<file path="src/rtl/memory_w_pipe_stage_pkg.sv">
// memory_w_pipe_stage_pkg: Y86 constants, FSM encoding and W register record
package memory_w_pipe_stage_pkg;
    localparam logic [3:0] INOP    = 4'h1;
    localparam logic [3:0] IRMMOVQ = 4'h4;
    localparam logic [3:0] IMRMOVQ = 4'h5;
    localparam logic [3:0] ICALL   = 4'h8;
    localparam logic [3:0] IRET    = 4'h9;
    localparam logic [3:0] IPUSHQ  = 4'hA;
    localparam logic [3:0] IPOPQ   = 4'hB;
    localparam logic [3:0] RNONE   = 4'hF;
    localparam logic [2:0] SAOK    = 3'd1;
    localparam logic [2:0] SHLT    = 3'd2;
    localparam logic [2:0] SADR    = 3'd3;
    localparam logic [2:0] SINS    = 3'd4;
    typedef enum logic [1:0] {
        MEM_IDLE = 2'd0,
        MEM_WAIT = 2'd1,
        MEM_DONE = 2'd2
    } mem_state_t;
    typedef struct packed {
        logic [2:0]  stat;
        logic [63:0] pc;
        logic [3:0]  icode;
        logic [63:0] val_e;
        logic [63:0] val_m;
        logic [3:0]  dst_e;
        logic [3:0]  dst_m;
    } w_t;
    localparam w_t W_BUBBLE = '{stat: SAOK, pc: 64'd0, icode: INOP, val_e: 64'd0,
                                val_m: 64'd0, dst_e: RNONE, dst_m: RNONE};
    function automatic logic is_read(input logic [3:0] icode);
        return icode inside {IMRMOVQ, IPOPQ, IRET};
    endfunction
    function automatic logic is_write(input logic [3:0] icode);
        return icode inside {IRMMOVQ, IPUSHQ, ICALL};
    endfunction
endpackage

</file>
<file path="src/rtl/memory_w_pipe_stage_if.sv">
// memory_w_pipe_stage_if: data-memory req/ack bus
interface memory_w_pipe_stage_if;
    logic        req;
    logic        we;
    logic [63:0] addr;
    logic [63:0] wdata;
    logic [63:0] rdata;
    logic        ack;
    logic        err;
    modport master (output req, we, addr, wdata, input rdata, ack, err);
    modport slave (input req, we, addr, wdata, output rdata, ack, err);
endinterface

</file>
<file path="src/rtl/memory_W_pipe_reg.sv">
// memory_W_pipe_reg: W pipeline register with stall, bubble and async reset
module memory_W_pipe_reg
    import memory_w_pipe_stage_pkg::*;
(
    input  logic clk_i,
    input  logic rst_n_i,
    input  logic stall,
    input  logic bubble,
    input  w_t   d,
    output w_t   q
);
    always_ff @(posedge clk_i or negedge rst_n_i) begin
        if (!rst_n_i) q <= W_BUBBLE;
        else if (!stall) q <= bubble ? W_BUBBLE : d;
    end
endmodule

</file>
<file path="src/rtl/memory_w_pipe_stage.sv">
// memory_w_pipe_stage: Y86 memory stage with variable-latency data-memory handshake
module memory_w_pipe_stage
    import memory_w_pipe_stage_pkg::*;
#(
    parameter logic [63:0] DMEM_SIZE = 64'd8192
) (
    input  logic                          clk_i,
    input  logic                          rst_n_i,
    input  logic [2:0]                    M_stat_i,
    input  logic [63:0]                   M_pc_i,
    input  logic [3:0]                    M_icode_i,
    input  logic [63:0]                   M_valE_i,
    input  logic [63:0]                   M_valA_i,
    input  logic [3:0]                    M_dstE_i,
    input  logic [3:0]                    M_dstM_i,
    input  logic                          W_stall_i,
    output logic                          m_busy_o,
    output logic [2:0]                    m_stat_o,
    memory_w_pipe_stage_if.master         dmem,
    output logic [2:0]                    W_stat_o,
    output logic [63:0]                   W_pc_o,
    output logic [3:0]                    W_icode_o,
    output logic [63:0]                   W_valE_o,
    output logic [63:0]                   W_valM_o,
    output logic [3:0]                    W_dstE_o,
    output logic [3:0]                    W_dstM_o
);
    mem_state_t  state;
    logic [63:0] rdata_q;
    logic        err_q;
    logic        rd, wr, acc, oor, pending;
    logic [63:0] addr;
    w_t          w_d, w_q;

    assign rd      = is_read(M_icode_i);
    assign wr      = is_write(M_icode_i);
    assign acc     = (rd || wr) && M_stat_i == SAOK;
    assign addr    = (M_icode_i == IPOPQ || M_icode_i == IRET) ? M_valA_i : M_valE_i;
    assign oor     = acc && addr >= DMEM_SIZE;
    assign pending = acc && !oor;
    assign m_stat_o = (oor || (state == MEM_DONE && err_q)) ? SADR : M_stat_i;
    // Busy is forced low during reset so control sees an idle stage
    assign m_busy_o = rst_n_i && ((state == MEM_IDLE && pending) || state == MEM_WAIT ||
                                  (state == MEM_DONE && W_stall_i));

    always_ff @(posedge clk_i or negedge rst_n_i) begin
        if (!rst_n_i) begin
            state      <= MEM_IDLE;
            dmem.req   <= 1'b0;
            dmem.we    <= 1'b0;
            dmem.addr  <= '0;
            dmem.wdata <= '0;
            rdata_q    <= '0;
            err_q      <= 1'b0;
        end else begin
            case (state)
                MEM_IDLE: if (pending && !W_stall_i) begin
                    state      <= MEM_WAIT;
                    dmem.req   <= 1'b1;
                    dmem.we    <= wr;
                    dmem.addr  <= addr;
                    dmem.wdata <= wr ? M_valA_i : '0;
                end
                MEM_WAIT: if (dmem.ack) begin
                    state    <= MEM_DONE;
                    dmem.req <= 1'b0;
                    rdata_q  <= dmem.rdata;
                    err_q    <= dmem.err;
                end
                MEM_DONE: if (!W_stall_i) state <= MEM_IDLE;
                default:  state <= MEM_IDLE;
            endcase
        end
    end

    assign w_d = '{stat: m_stat_o, pc: M_pc_i, icode: M_icode_i, val_e: M_valE_i,
                   val_m: (rd && state == MEM_DONE) ? rdata_q : 64'd0,
                   dst_e: M_dstE_i, dst_m: M_dstM_i};

    memory_W_pipe_reg u_w_reg (
        .clk_i  (clk_i),
        .rst_n_i(rst_n_i),
        .stall  (W_stall_i),
        .bubble (m_busy_o),
        .d      (w_d),
        .q      (w_q)
    );

    assign W_stat_o  = w_q.stat;
    assign W_pc_o    = w_q.pc;
    assign W_icode_o = w_q.icode;
    assign W_valE_o  = w_q.val_e;
    assign W_valM_o  = w_q.val_m;
    assign W_dstE_o  = w_q.dst_e;
    assign W_dstM_o  = w_q.dst_m;
endmodule

</file>
<file path="src/flat_wrapper.sv">
// flat-port wrapper written by rule: the top's interface ports become plain ports
module memory_w_pipe_stage_flat import memory_w_pipe_stage_pkg::*;
#(
    parameter logic [63:0] DMEM_SIZE = 64'd8192
)
  (clk_i, rst_n_i, M_stat_i, M_pc_i, M_icode_i, M_valE_i, M_valA_i, M_dstE_i, M_dstM_i, W_stall_i, m_busy_o, m_stat_o, W_stat_o, W_pc_o, W_icode_o, W_valE_o, W_valM_o, W_dstE_o, W_dstM_o, dmem_req, dmem_we, dmem_addr, dmem_wdata, dmem_rdata, dmem_ack, dmem_err);
  memory_w_pipe_stage_if dmem_i ();
  input  logic clk_i;
  input  logic rst_n_i;
  input  logic [2:0] M_stat_i;
  input  logic [63:0] M_pc_i;
  input  logic [3:0] M_icode_i;
  input  logic [63:0] M_valE_i;
  input  logic [63:0] M_valA_i;
  input  logic [3:0] M_dstE_i;
  input  logic [3:0] M_dstM_i;
  input  logic W_stall_i;
  output logic m_busy_o;
  output logic [2:0] m_stat_o;
  output logic [2:0] W_stat_o;
  output logic [63:0] W_pc_o;
  output logic [3:0] W_icode_o;
  output logic [63:0] W_valE_o;
  output logic [63:0] W_valM_o;
  output logic [3:0] W_dstE_o;
  output logic [3:0] W_dstM_o;
  output wire logic [$bits(dmem_i.req)-1:0] dmem_req;
  output wire logic [$bits(dmem_i.we)-1:0] dmem_we;
  output wire logic [$bits(dmem_i.addr)-1:0] dmem_addr;
  output wire logic [$bits(dmem_i.wdata)-1:0] dmem_wdata;
  input wire logic [$bits(dmem_i.rdata)-1:0] dmem_rdata;
  input wire logic [$bits(dmem_i.ack)-1:0] dmem_ack;
  input wire logic [$bits(dmem_i.err)-1:0] dmem_err;
  assign dmem_req = dmem_i.req;
  assign dmem_we = dmem_i.we;
  assign dmem_addr = dmem_i.addr;
  assign dmem_wdata = dmem_i.wdata;
  assign dmem_i.rdata = dmem_rdata;
  assign dmem_i.ack = dmem_ack;
  assign dmem_i.err = dmem_err;
  memory_w_pipe_stage #(.DMEM_SIZE(DMEM_SIZE)) u_core (.clk_i(clk_i), .rst_n_i(rst_n_i), .M_stat_i(M_stat_i), .M_pc_i(M_pc_i), .M_icode_i(M_icode_i), .M_valE_i(M_valE_i), .M_valA_i(M_valA_i), .M_dstE_i(M_dstE_i), .M_dstM_i(M_dstM_i), .W_stall_i(W_stall_i), .m_busy_o(m_busy_o), .m_stat_o(m_stat_o), .dmem(dmem_i), .W_stat_o(W_stat_o), .W_pc_o(W_pc_o), .W_icode_o(W_icode_o), .W_valE_o(W_valE_o), .W_valM_o(W_valM_o), .W_dstE_o(W_dstE_o), .W_dstM_o(W_dstM_o));
endmodule
</file>
<file path="config.mk">
export PLATFORM = sky130hd
export DESIGN_NAME = memory_w_pipe_stage_flat
export DESIGN_NICKNAME = d
export VERILOG_FILES = /design/src/rtl/memory_w_pipe_stage_pkg.sv /design/src/rtl/memory_w_pipe_stage_if.sv /design/src/rtl/memory_W_pipe_reg.sv /design/src/rtl/memory_w_pipe_stage.sv /design/src/flat_wrapper.sv
export SDC_FILE = /design/constraint.sdc
export NUM_CORES = 1
export LEC_CHECK = 0
export ABC_CLOCK_PERIOD_IN_PS = 2300
export BUFFER_PORTS_ARGS = -buffer_cell sky130_fd_sc_hd__buf_2
export CORE_AREA = 4 4 236 238
export DETAILED_ROUTE_END_ITERATION = 6
export DIE_AREA = 0 0 240 242
export GPL_TIMING_DRIVEN = 0
export PLACE_DENSITY = 0.59
export SYNTH_ARGS = -nofsm -noshare
export SYNTH_HDL_FRONTEND = slang
export SYNTH_SLANG_ARGS = --single-unit
</file>
<file path="constraint.sdc">
create_clock -name clk_i -period 2.3 [get_ports clk_i]
set_input_delay 0.46 -clock clk_i [delete_from_list [all_inputs] [get_ports clk_i]]
set_output_delay 0.46 -clock clk_i [all_outputs]
set_load 0.01 [all_outputs]
</file>
After elaboration in Yosys (flattened, before gate mapping)
Cells that the tools add are included.
{ "totals": {"out_inout_bits": 341, "reg_bits": 404, "wordCells": 63, "inputBits": 276} }
{ "op_classes": {"n_reduce_logical": 24, "n_lt_le_gt_ge": 1, "n_eq_ne": 12, "n_mux": 12} }
{ "ops": {"columns": ["cell", "n"], "rows": [
  ["2-to-1 mux 207 bit", 1],
  ["2-to-1 mux 64 bit", 3],
  [">= comparator 64 x 14 -> 1 bit, second input constant", 1],
  ["equality test 4 bit, second input constant", 4],
  ["logical AND 1 bit", 9],
  ["equality test 4 x 3 -> 1 bit, second input constant", 2],
  ["2-to-1 mux 2 bit", 3],
  ["inequality test 2 bit, second input constant", 3],
  ["case mux 2 bit (3 select lines)", 1],
  ["AND reduction 3 bit", 2],
  ["nonzero test 3 bit", 2],
  ["logical OR 1 bit", 5],
  ["AND reduction 2 bit", 2],
  ["equality test 3 x 1 -> 1 bit, second input constant", 1],
  ["2-to-1 mux 3 bit", 1],
  ["equality test 2 x 1 -> 1 bit, second input constant", 1],
  ["equality test 2 bit, second input constant", 1],
  ["logical NOT 1 bit", 2],
  ["logical NOT 2 bit", 1],
  ["2-to-1 mux 1 bit", 2],
  ["case mux 1 bit (2 select lines)", 1],
  ["nonzero test 2 bit", 1]
]} }

Longest topological paths before layout
{ "logic_depth": {"word_depth": 12, "ltp_mapped": 9, "ltp_nobuf": 6} }

Cells and area by module
A second synthesis with hierarchy kept.
{ "unflattened": {"cells_unflattened": 1598, "hier_area_um2": 17249.0} }
{ "by_module_without_submodules": {"columns": ["mod", "seq_area_each_um2", "cells_per_inst", "instances", "area_per_inst_um2"], "rows": [
  ["memory_W_pipe_reg", 5192.5, 897, 1, 8747.1],
  ["memory_w_pipe_stage", 4929.7, 701, 1, 8501.9]
]} }

Least setup slack after synthesis
No wires, ideal clock.
{ "synth_timing": {"kind": "input -> output", "start": "in M_valA_i[16]", "end": "out m_busy_o", "slack_ns": 0.256, "cell_stages": 6, "t_required_ns": 1.840, "n_path_buf": 0, "arrival_ns": 1.584, "path_cell_list": "nor4_1 > nand4_1 > nor3_2 > o21ai_0 > nand2b_1 > a31oi_1"} }
{ "synth_between": {"elab_chain_cells": 9} }
{ "synth_lines": {"columns": ["item", "line", "text"], "rows": [
  ["start, declared", "flat_wrapper.sv:14", "input logic [63:0] M_valA_i;"],
  ["2-to-1 mux 64 bit", "memory_w_pipe_stage.sv:38", "assign addr = (M_icode_i == IPOPQ || M_icode_i == IRET) ? M_valA_i : M_valE_i;"],
  [">= comparator 64 x 14 -> 1 bit", "memory_w_pipe_stage.sv:39", "assign oor = acc && addr >= DMEM_SIZE;"],
  ["logical AND 1 bit", "memory_w_pipe_stage.sv:39", null],
  ["logical NOT 1 bit", "memory_w_pipe_stage.sv:40", "assign pending = acc && !oor;"],
  ["logical AND 1 bit", "memory_w_pipe_stage.sv:40", null],
  ["logical AND 1 bit", "memory_w_pipe_stage.sv:43", "assign m_busy_o = rst_n_i && ((state == MEM_IDLE && pending) || state == MEM_WAIT ||"],
  ["logical OR 1 bit (2 in series)", "memory_w_pipe_stage.sv:43", null],
  ["logical AND 1 bit", "memory_w_pipe_stage.sv:43", null],
  ["end, declared", "flat_wrapper.sv:18", "output logic m_busy_o;"]
]} }
Every way passes these cells.

Final worst setup path
{ "layout_timing": {"start": "in M_valE_i[21]", "end": "out m_stat_o[1]"} }
{ "layout_between": {"elab_chain_cells": 5} }
{ "layout_lines": {"columns": ["item", "line", "text"], "rows": [
  ["start, declared", "flat_wrapper.sv:13", "input logic [63:0] M_valE_i;"],
  ["2-to-1 mux 64 bit", "memory_w_pipe_stage.sv:38", null],
  [">= comparator 64 x 14 -> 1 bit", "memory_w_pipe_stage.sv:39", null],
  ["logical AND 1 bit", "memory_w_pipe_stage.sv:39", null],
  ["logical OR 1 bit", "memory_w_pipe_stage.sv:41", "assign m_stat_o = (oor || (state == MEM_DONE && err_q)) ? SADR : M_stat_i;"],
  ["2-to-1 mux 3 bit", "memory_w_pipe_stage.sv:41", null],
  ["end, declared", "flat_wrapper.sv:19", "output logic [2:0] m_stat_o;"]
]} }
Every way passes these cells.

==> flow_summary_export.csv <==
group,metric,value,unit
status,status,"finished, violations left",
status,violations,"hold timing, setup timing",
global_route,grtUsageMet1,0.218,
placement,hpwlAfterDp,41.3,mm
clock_network,cts.sinks,404,
sta,skew,0.0133,ns
placement,place_inst,2429,
logic_synthesis,async_flop_share,1.00,
sta,whs,-0.195,ns
logic_synthesis,synth.ff_latch_count,404,
sta,maxClockFrequency,378,MHz
floorplan,floorplan_die_area,0.0581,mm²
placement,setup_slack_after_placement,-1.45,ns
placement,dpl-instance-area,0.0190,mm²
sta,setup_viol_count_final,2,
clock_network,cts.path.max_buffers,3,
critical_path,worstSetupPathType,"primary input to output port",
floorplan,pin_count,617,
sta,finalCriticalPeriod,2.65,ns
worst_hold_path,path_type_of_the_worst_min_delay_path,"primary input to asynchronous set/reset pin",
layout,postLayoutCellArea,0.0209,mm²
global_route,antenna_found_initial,8,
sta,layout_setup_ws,-0.349,ns
placement,place.gp.congestion,0.889,
logic_synthesis,syn-cell-area,0.0149,mm²
floorplan,design.core.area,0.0536,mm²
layout,layout.cells.non_filler,2523,
sta,timing.final.max_slew_violations,0,
global_route,globalRouteMet3Util,0.0461,
critical_path,regToRegSetupSlack,0.07,ns
logic_synthesis,dominantRegCellSynth,"sky130_fd_sc_hd__dfrtp_1",
detailed_routing,detailedRoute.firstPassIterationCount,5,
logic_synthesis,netlist-cell-type-count,36,
detailed_routing,finalWirelength,54.1,mm
logic_synthesis,syn_nets,1390,
critical_path,wp_data_required,1.84,ns
floorplan,chipWidth,240,µm
global_route,global_route.peak_usage_layer,"met2",
layout,final_net_count,2063,
sta,max-slew-margin-rel,0.457,
global_route,grt_max_degree,116,
layout,area_growth,40.0,%
layout,drive_above_1_share,0.456,
sta,final.period_utilization,1.15,
global_route,first_global_vias,12600,
detailed_routing,drt_iter0_drc,587,
global_route,grt_util_all_layers,0.177,
critical_path,timing.critical_path.arrival,2.19,ns
critical_path,r2r_cells,8,
logic_synthesis,synthesis.instances,1114,
clock_network,cts_tree,"built",
logic_synthesis,synth-seq-area-share,0.679,
detailed_routing,routedWlPerCell,21.4,µm
clock_network,clock-root-buffer,"sky130_fd_sc_hd__clkbuf_16",
power,p_per_area,790,mW/mm²
global_route,global_route.usage.met2,0.306,
clock_network,cts_htree_levels,2,
floorplan,die_outline_height,242,µm
flow_run,maxCapViolCount,0,
critical_path,worstPathMaxFanout,3,
clock_network,cts.reportedPaths.clkPinSlew,0.06,ns
critical_path,startpoint_of_the_worst_register_to_register_path,"u_core.state[0]",
clock_network,clk_latency,0.56,ns
critical_path,worst_r2r_endpoint,"u_core.u_w_reg.q[181]",
sta,max_slew.worst_pin.slew,0.815,ns
detailed_routing,vias_per_cell,4.75,
clock_network,cts-buffers-inserted,44,
logic_synthesis,mean_instance_size_in_the_synthesized_netlist,13.4,µm²
floorplan,placement_rows,85,
critical_path,endpoint_kind,"output port",
sta,tns,-0.568,ns
logic_synthesis,synth_enable_flop_cells,0,
placement,port_buffers,616,
critical_path,crit_path_start_kind,"primary input",
floorplan,floorplan.initialDensity,0.278,
detailed_routing,detailroute.via_count,12000,
sta,grt_setup_unrepaired,"true",
sta,hold_viol_final,79,
detailed_routing,antenna_left,0,
power,cellLeakagePower,11.0,nW
global_route,global_route_wire_length_before_repair,79.9,mm
logic_synthesis,yosysWarnings,0,
power,max-vdd-ir-drop,0.476,mV
global_route,grt.overflow.total,0,
detailed_routing,drt_drc_violations_left,0,
metrics by stage:
stage               hold slack, ns  total power, mW  utilization
detailed placement           0.465             9.21        0.354
global placement             0.463             9.16        0.352
floorplan                    0.164             8.28            -
finish                      -0.195             16.5        0.390
global route                -0.191             17.2        0.389
CTS                         -0.215             16.7        0.388
layer usage:
layer  vias up  share of wire
met3        89          0.082
met1      5978           0.40
li1       5386              -
met5         -        0.00048
met2       523           0.50
met4         4          0.026
power breakdown:
group	total [mW]	leakage, nW	internal, mW	switching (mW)
Combinational	1.50	4.92	0.672	0.831
Clock	7.36	0.748	4.46	2.89
Sequential	7.62	5.33	7.44	0.181
cells by family (layout without fill, tap and decap cells):
group,count (synthesis),in the layout,share of synthesized area
other,0,5,0
AOI/OAI and AO/OA,292,292,0.153
and+or+nand+nor,252,252,0.0823
muxes,79,79,0.0585
DFF,404,404,0.679
buffers and inverters,87,795,0.0278
layout make-up:
class / count / area (µm²)
Tap cell: 696 / 871
Inverter: 5 / 18.8
Buffer: 81 / 409
Clock buffer: 65 / 1290
Timing Repair Buffer: 628 / 3360
Fill cell: 5231 / 32700
Multi-Input combinational cell: 623 / 4570
Antenna cell: 5 / 12.5
Clock inverter: 16 / 220
Sequential cell: 404 / 10100
worst max-delay path, stage by stage:
cell and delay [ns]:
sky130_fd_sc_hd__buf_2 0.12, sky130_fd_sc_hd__nor4_2 0.39, sky130_fd_sc_hd__nand4_1 0.20, sky130_fd_sc_hd__nor2_4 0.29, sky130_fd_sc_hd__o21ai_4 0.13, sky130_fd_sc_hd__a221o_2 0.44, sky130_fd_sc_hd__buf_6 0.15
how the worst max path moves through the flow:
stage,from,endpoint,slack (ns),cells after the start
floorplan,M_valA_i[16],m_busy_o,0.26,6
global placement,rst_n_i,u_core.u_w_reg.q[148],-8.91,7
detailed placement,rst_n_i,u_core.u_w_reg.q[181],-1.45,9
CTS,M_valE_i[48],m_stat_o[1],-0.36,7
global route,M_valE_i[48],m_stat_o[1],-0.39,7
finish,M_valE_i[21],m_stat_o[1],-0.35,7
synthesized netlist by cell type (2+ instances only):
cell type	n	share of area
sky130_fd_sc_hd__a22o_1	196	0.12
sky130_fd_sc_hd__and2_1	52	0.022
sky130_fd_sc_hd__buf_2	13	0.0044
sky130_fd_sc_hd__buf_6	9	0.0068
sky130_fd_sc_hd__clkbuf_1	59	0.015
sky130_fd_sc_hd__dfrtp_1	394	0.66
sky130_fd_sc_hd__dfstp_2	10	0.018
sky130_fd_sc_hd__inv_1	5	0.0013
sky130_fd_sc_hd__mux2_2	66	0.050
sky130_fd_sc_hd__mux2i_1	13	0.0087
sky130_fd_sc_hd__nand2_1	151	0.038
sky130_fd_sc_hd__nand2b_1	2	0.00084
sky130_fd_sc_hd__nand3_1	2	0.00067
sky130_fd_sc_hd__nand4_1	5	0.0021
sky130_fd_sc_hd__nor2_1	3	0.00075
sky130_fd_sc_hd__nor2b_1	2	0.00084
sky130_fd_sc_hd__nor3_1	3	0.0010
sky130_fd_sc_hd__nor4_1	24	0.010
sky130_fd_sc_hd__o21ai_0	80	0.027
sky130_fd_sc_hd__o32a_1	9	0.0060
placed cells by master (no fill, tap or decap), drive strengths merged, types with 2 or more instances in the layout:
master  count
nor2b       2
clkinv      7
a22o      196
clkbuf    121
bufbuf      2
mux2       66
mux2i      13
bufinv      5
nand4       5
dfrtp     394
nand3       2
o21ai      80
dfstp      10
nand2b      2
nor3b       2
o32a        9
inv         9
nand2     151
nor4       24
and2       52
nor3        4
nor2        4
buf       651
diode       5
sequential cells by signal (all words and copies together) (netlist names):
name	count
u_core.dmem.we	1
u_core.state	2
u_core.dmem.addr	64
u_core.err_q	1
u_core.rdata_q	64
u_core.u_w_reg.q	207
u_core.dmem.req	1
u_core.dmem.wdata	64
timing repair:
action	in CTS	in global routing
setup endpoints to repair	362	247
cloned	2	0
pin swaps	12	3
buffers inserted	7	0
resized for setup	41	28
hold endpoints to repair	79	79
Power figures use the tool's default switching activity.
